## src/rtl/demux4_dispatch.sv

```systemverilog
// 1-to-4 registered dispatcher: one input word is routed by i_sel into one of four
// single-entry output registers, each drained independently with a valid/ready handshake.
module demux4_dispatch #(
    parameter int NB_DATA = 32,
    parameter int NB_SEL  = 2
) (
    input  logic                         i_clk,
    input  logic                         i_reset,
    input  logic                         i_valid,
    input  logic [NB_SEL-1:0]            i_sel,
    input  logic [NB_DATA-1:0]           i_data,
    output logic                         o_ready,
    output logic [(2**NB_SEL)-1:0]       o_valid,
    output logic [(2**NB_SEL)*NB_DATA-1:0] o_data,
    input  logic [(2**NB_SEL)-1:0]       i_ready,
    output logic [7:0]                   o_count
);

    localparam int NCH = 2**NB_SEL;

    logic [NCH-1:0]     valid_q, valid_d;
    logic [NB_DATA-1:0] data_q [NCH];
    logic [NB_DATA-1:0] data_d [NCH];
    logic [7:0]         count_q, count_d;
    logic               accept;

    // The selected channel can take a word when it is empty or is being drained this cycle.
    assign o_ready = !i_reset && (!valid_q[i_sel] || i_ready[i_sel]);
    assign accept  = i_valid && o_ready;

    always_comb begin
        // NOTE: every variable gets its hold value first, so no branch can leave a latch.
        valid_d = valid_q;
        data_d  = data_q;
        count_d = count_q;
        for (int k = 0; k < NCH; k++) begin
            if (valid_q[k] && i_ready[k]) begin
                valid_d[k] = 1'b0;
            end
        end
        if (accept) begin
            valid_d[i_sel] = 1'b1;
            data_d[i_sel]  = i_data;
            count_d        = count_q + 8'd1;
        end
    end

    always_ff @(posedge i_clk) begin
        if (i_reset) begin
            valid_q <= '0;
            count_q <= '0;
            // NOTE: the channel data registers are cleared too, because consumers see zeros after reset.
            for (int k = 0; k < NCH; k++) begin
                data_q[k] <= '0;
            end
        end else begin
            valid_q <= valid_d;
            data_q  <= data_d;
            count_q <= count_d;
        end
    end

    for (genvar g = 0; g < NCH; g++) begin : g_pack
        assign o_data[g*NB_DATA +: NB_DATA] = data_q[g];
    end

    assign o_valid = valid_q;
    assign o_count = count_q;

endmodule

```

## config.mk

```make
export PLATFORM = sky130hd
export DESIGN_NAME = demux4_dispatch
export DESIGN_NICKNAME = d
export VERILOG_FILES = /design/src/rtl/demux4_dispatch.sv
export SDC_FILE = /design/constraint.sdc
export NUM_CORES = 1
export LEC_CHECK = 0
export CAP_MARGIN = 20
export CELL_PAD_IN_SITES_DETAIL_PLACEMENT = 0
export CELL_PAD_IN_SITES_GLOBAL_PLACEMENT = 1
export CORE_MARGIN = 3
export CORE_UTILIZATION = 31
export CTS_CLUSTER_SIZE = 14
export DETAILED_ROUTE_END_ITERATION = 16
export MAX_ROUTING_LAYER = met4
export PLACE_DENSITY_LB_ADDON = 0.1
export SYNTH_ARGS = -nofsm -noshare
export SYNTH_HDL_FRONTEND = slang
export SYNTH_SLANG_ARGS = --single-unit
```

## constraint.sdc

```tcl
create_clock -name i_clk -period 2.25 [get_ports i_clk]
set_input_delay 0.45 -clock i_clk [delete_from_list [all_inputs] [get_ports i_clk]]
set_output_delay 0.45 -clock i_clk [all_outputs]
set_load 0.01 [all_outputs]
```

After elaboration in Yosys (flattened, before gate mapping)
Cells that the tools add are included.
{"block": "classes", "add_sub_neg": 1, "n_mul": 0, "div_mod_pow": 0, "magnitude_cmp": 4, "n_eq_ne": 0, "n_shift": 0, "mux": 14, "bitwise": 2, "reduce_logical": 11}
{"operator": "128-bit bitwise mux", "count": 1}
{"operator": "32-bit demux with 2-bit select", "count": 1}
{"operator": "32-bit 2-to-1 mux", "count": 1}
{"operator": "8-bit by 1-bit adder with 8-bit output (second input constant)", "count": 1}
{"operator": "1-bit logical AND", "count": 8}
{"operator": "1-bit 2-to-1 mux", "count": 7}
{"operator": "1-bit binary-select mux with 2-bit select", "count": 2}
{"operator": "4-bit 2-to-1 mux", "count": 1}
{"operator": "4-bit OR", "count": 1}
{"operator": "3-bit >= comparator (second input constant)", "count": 1}
{"operator": "2-bit by 3-bit < comparator with 1-bit output (second input constant)", "count": 1}
{"operator": "3-bit by 1-bit < comparator with 1-bit output (second input constant)", "count": 1}
{"operator": "2-bit NOT with 3-bit output", "count": 1}
{"operator": "1-bit demux with 2-bit select", "count": 1}
{"operator": "2-bit by 1-bit >= comparator with 1-bit output (second input constant)", "count": 1}
{"operator": "1-bit zero test", "count": 2}
{"operator": "1-bit logical OR", "count": 1}
{"block": "word_totals", "register_bits": 140, "latchBits": 0, "mem_bits_rw": 0, "romBits": 0, "out_inout_bits": 141, "mem_count": 0}

Depth between registers and ports, before layout
{"block": "depth", "depth_word": 7, "mapped_depth": 7}

Least setup slack after synthesis
No wires, ideal clock.
{"block": "synth_path", "path_kind": "input to output", "start": "in i_sel[1]", "end": "out o_ready", "arrival_time_ps": 1437, "t_required_ps": 1800, "setup_slack_ps": 363, "stages": 4, "path_cell_list": "buf_6 mux4_2 buf_2 nor2_1"}
{"block": "synth_via", "elab_chain_cells": 5, "elab_cells_between_ends": 7}
{"element": "start: declaration", "line_no": "10", "rtl": "input logic [NB_SEL-1:0] i_sel,"}
{"element": "1-bit binary-select mux with 2-bit select", "line_no": "28", "rtl": "assign o_ready = !i_reset && (!valid_q[i_sel] || i_ready[i_sel]);"}
{"element": "1-bit 2-to-1 mux (implied by the code)", "line_no": "28"}
{"element": "1-bit zero test", "line_no": "28"}
{"element": "1-bit logical OR *", "line_no": "28"}
{"element": "1-bit logical AND *", "line_no": "28"}
{"element": "end: declaration", "line_no": "12", "rtl": "output logic o_ready,"}
Every way passes the cells marked *; elsewhere a longest branch is shown, timed or not. The select of a mux whose other input is x is not followed.

Final worst setup path
{"block": "layout_path", "start": "in i_ready[3]", "end": "out o_ready"}
{"block": "layout_via", "elab_chain_cells": 4}
{"element": "start: declaration", "line_no": "15", "rtl": "input logic [(2**NB_SEL)-1:0] i_ready,"}
{"element": "1-bit binary-select mux with 2-bit select", "line_no": "28"}
{"element": "1-bit 2-to-1 mux (implied by the code)", "line_no": "28"}
{"element": "1-bit logical OR", "line_no": "28"}
{"element": "1-bit logical AND", "line_no": "28"}
Every way passes these cells. The select of a mux whose other input is x is not followed.

==> run summary <==
Crit share post-route - 94.3%
H-tree depth - 4
Hold Crit Class - input port to flop
Hold EP - o_valid[2]$_SDFF_PP0_
Highest metal used - met4
Nets - 854
WL final - 15.8 mm
Crit Path Category - input port to primary output
Worst reg2reg startpoint - o_valid[3]$_SDFF_PP0_
Post-Synthesis Cell Area - 0.00498 mm^2
Net switching power figure - 1250 uW
Power, Total - 5650 uW
Worst Hold Slack - 0.270 ns
Relative slew slack - 59.4%
FF+latch count, synth - 140
Share of cells above drive strength 1 - 7.52%
Hold_buf cts - 0
Total track usage - 18.5%
Initial Util - 32.2%
Initial antenna violation count - 0
Total congestion overflow - 0
Setup repair bufs after CTS - 0
Worst r2r dst - o_count[7]$_SDFFE_PP0P_
RD Place Congestion - 0.772
First-pass GRT wire length - 25.0 mm
Pwr Density - 736 mW/mm^2
Crit Path Max Fanout - 2
Outcome - finished, final reports clean
Worst EP arrival - 1.67 ns
Hpwl dp - 10.9 mm
Routed WL per cell - 15.2 um
Reg2reg path depth - 5
Ant. Diodes - 0
Cell variety after synth - 27
Detail Route met2 WL - 7.70 mm
Sequential fraction of design power - 45.3%
CP max stage delay - 0.48 ns
Pleak - 0.00261 uW
Post-Route M1 WL - 6.85 mm
Worst clock skew - 0.00865 ns
Row count - 45
# DRC - 0
Final setup TNS - 0 ns
Largest net degree at the start of global routing - 139
Mapped Nets - 673
Root Buffer - clkbuf_16
Asr flop ratio synth - 0%
Critical Path RT - 1.80 ns
Ys flop type - dfxtp_1
Cells after synthesis - 631
Endpoints failing setup - 0
Die Ht - 133 um
I/O Buffers - 181
Final core utilization - 49.6%
CTS tree - yes
Unrepaired setup endpoints after global routing - no
Int Pwr - 4410 uW
CORE AREA - 0.0155 mm^2
Worst setup SP type - input port
Clock share of power - 47.0%
Minimum setup slack among reg-to-reg paths - 0.42 ns
Die Wd - 133 um
CP cell instances - clkdlybuf4s50_1 > nor2b_1 > mux4_2 > nor2_1 > buf_2
CTS Buf Count - 17
Hold_sp - i_reset
WHS Path Cells - 2
Antenna Violating Nets Remaining - 0
Tmin final - 2.12 ns
DIE AREA - 0.0176 mm^2
Post-synth EDFFs - 0
YS warnings - 0
Final Non-Filler Cells - 1,036
Max Slew Vio Count - 0
Vias - 4,843
Max-capacitance violation count - 0
Max clock buf depth - 2
Combinational power share - 7.6%
Critical Path Sink Type - primary output
Post-synthesis sequential area ratio - 56.3%
Peak VDD IR - 0.464 mV
Slowest cell on the critical path - mux4_2
DR WL met3 - 1.03 mm
Drt pass-1 iters - 4
Sw frac - 22.1%
Clk sinks - 140
Fmax - 0.471 GHz
Worst slew pin tran - 0.608 ns
Vias in the first global route - 4,646
Clock transition at the registers of the reported paths - 0.06 ns
Clk_lat worst skew - 0.41 ns
Area growth, synth to finish - 54.3%
Final Hold Viols - 0
Drt first-iter violations - 239
Mean Syn Cell Area - 7.89 um^2
IO Pins - 182
DP Cell Count - 1,004
Vias per cell - 4.67
-- repair_timing --
action,in CTS,in global routing
setup endpoints to repair,1,1
resized for setup,4,1
gates cloned,0,0
-- layout make-up --
type,instances,area (um^2)
multi-input cells,442,1980
inverters,3,11.3
fillers,1487,7800
clock inverters,6,58.8
flip-flops and latches,140,2800
clock buffers,26,509
well taps,211,264
repair buffers,208,2060
-- Yosys cell counts, drive strengths merged, types with 3 or more instances --
master	n	area share [%]
buf	18	1.9
nor2	7	0.53
inv	3	0.23
nand4	3	0.38
dfxtp	140	56
clkbuf	28	2.1
or3	8	1.0
o21ai	6	0.60
nor2b	4	0.50
nand2	259	20
a21oi	137	14
-- worst max-delay path, delay by kind of cell --
family,cells,cell delay [ns]
AND/OR/NAND/NOR,2,0.15
buffers and inverters,2,0.59
multiplexers,1,0.48
-- per-layer routing --
| metal | vias to the layer above | global-route usage (%) |
|---|---|---|
| met5 | - | - |
| met1 | 2271 | 21.7 |
| met4 | 0 | 5.31 |
| met3 | 15 | 6.43 |
| met2 | 135 | 30.0 |
| li1 | 2422 | - |
-- cells by family (layout without fill, tap and decap cells) --
group | Yosys count | count (layout) | share of synthesized area [%]
buffers and inverters | 49 | 243 | 4.27
flip-flops | 140 | 140 | 56.3
multiplexers | 1 | 1 | 0.452
AND/OR/NAND/NOR | 295 | 295 | 24.1
adder cells (fa/ha/maj) | 1 | 1 | 0.251
AO/OA/AOI/OAI | 145 | 145 | 14.7
-- sequential cells by signal, indices dropped and copies added, names as in the netlist --
register,cells
o_count,8
o_data,128
o_valid,4
-- worst max path at each step --
stage	start	endpoint	slack [ns]	cells past startpoint
global route	i_ready[1]	o_ready	0.07	5
detailed placement	i_sel[1]	o_ready	-0.35	4
finish	i_ready[3]	o_ready	0.13	5
CTS	i_ready[3]	o_ready	0.02	5
global placement	i_sel[1]	o_ready	-0.33	4
floorplan	i_sel[1]	o_ready	0.36	4
-- layout by cell type, fill, tap and decap left out --
master / n
nand2_1: 259
clkdlybuf4s50_1: 178
dfxtp_1: 140
a21oi_1: 137
buf_4: 24
clkbuf_16: 17
or3_1: 8
nor2_1: 7
o21ai_0: 6
clkbuf_8: 5
nor2b_1: 4
clkinv_2: 4
clkbuf_1: 4
buf_12: 4
nand4_1: 3
inv_1: 3
and3_1: 2
o31ai_1: 2
or4_1: 2
mux4_2: 1
nand3b_1: 1
nor3_2: 1
nand2b_1: 1
nor3b_1: 1
nand3_1: 1
nor3b_4: 1
or3b_2: 1
and4_1: 1
or3b_1: 1
nor3_4: 1
ha_1: 1
bufinv_16: 1
clkinv_4: 1
dlygate4sd2_1: 1
buf_2: 1
-- through the flow --
| stage | worst slack (ns) | instance area [um^2] |
|---|---|---|
| 2_1_floorplan | 0.363 | 4980 |
| 3_3_place_gp | -0.329 | 7120 |
| 3_5_place_dp | -0.346 | 7120 |
| 4_1_cts | 0.0238 | 7690 |
| 5_1_grt | 0.0699 | 7680 |
| 6_report | 0.128 | 7680 |
-- power groups by stage --
stage / sequential (uW) / combinational (uW) / clock (uW)
2_1_floorplan: 2640 / 140 / 0
3_3_place_gp: 2620 / 433 / 0
3_5_place_dp: 2620 / 438 / 0
4_1_cts: 2560 / 440 / 2720
5_1_grt: 2570 / 470 / 2820
6_report: 2560 / 432 / 2660
Note: power is estimated with default switching activity, not from simulation.
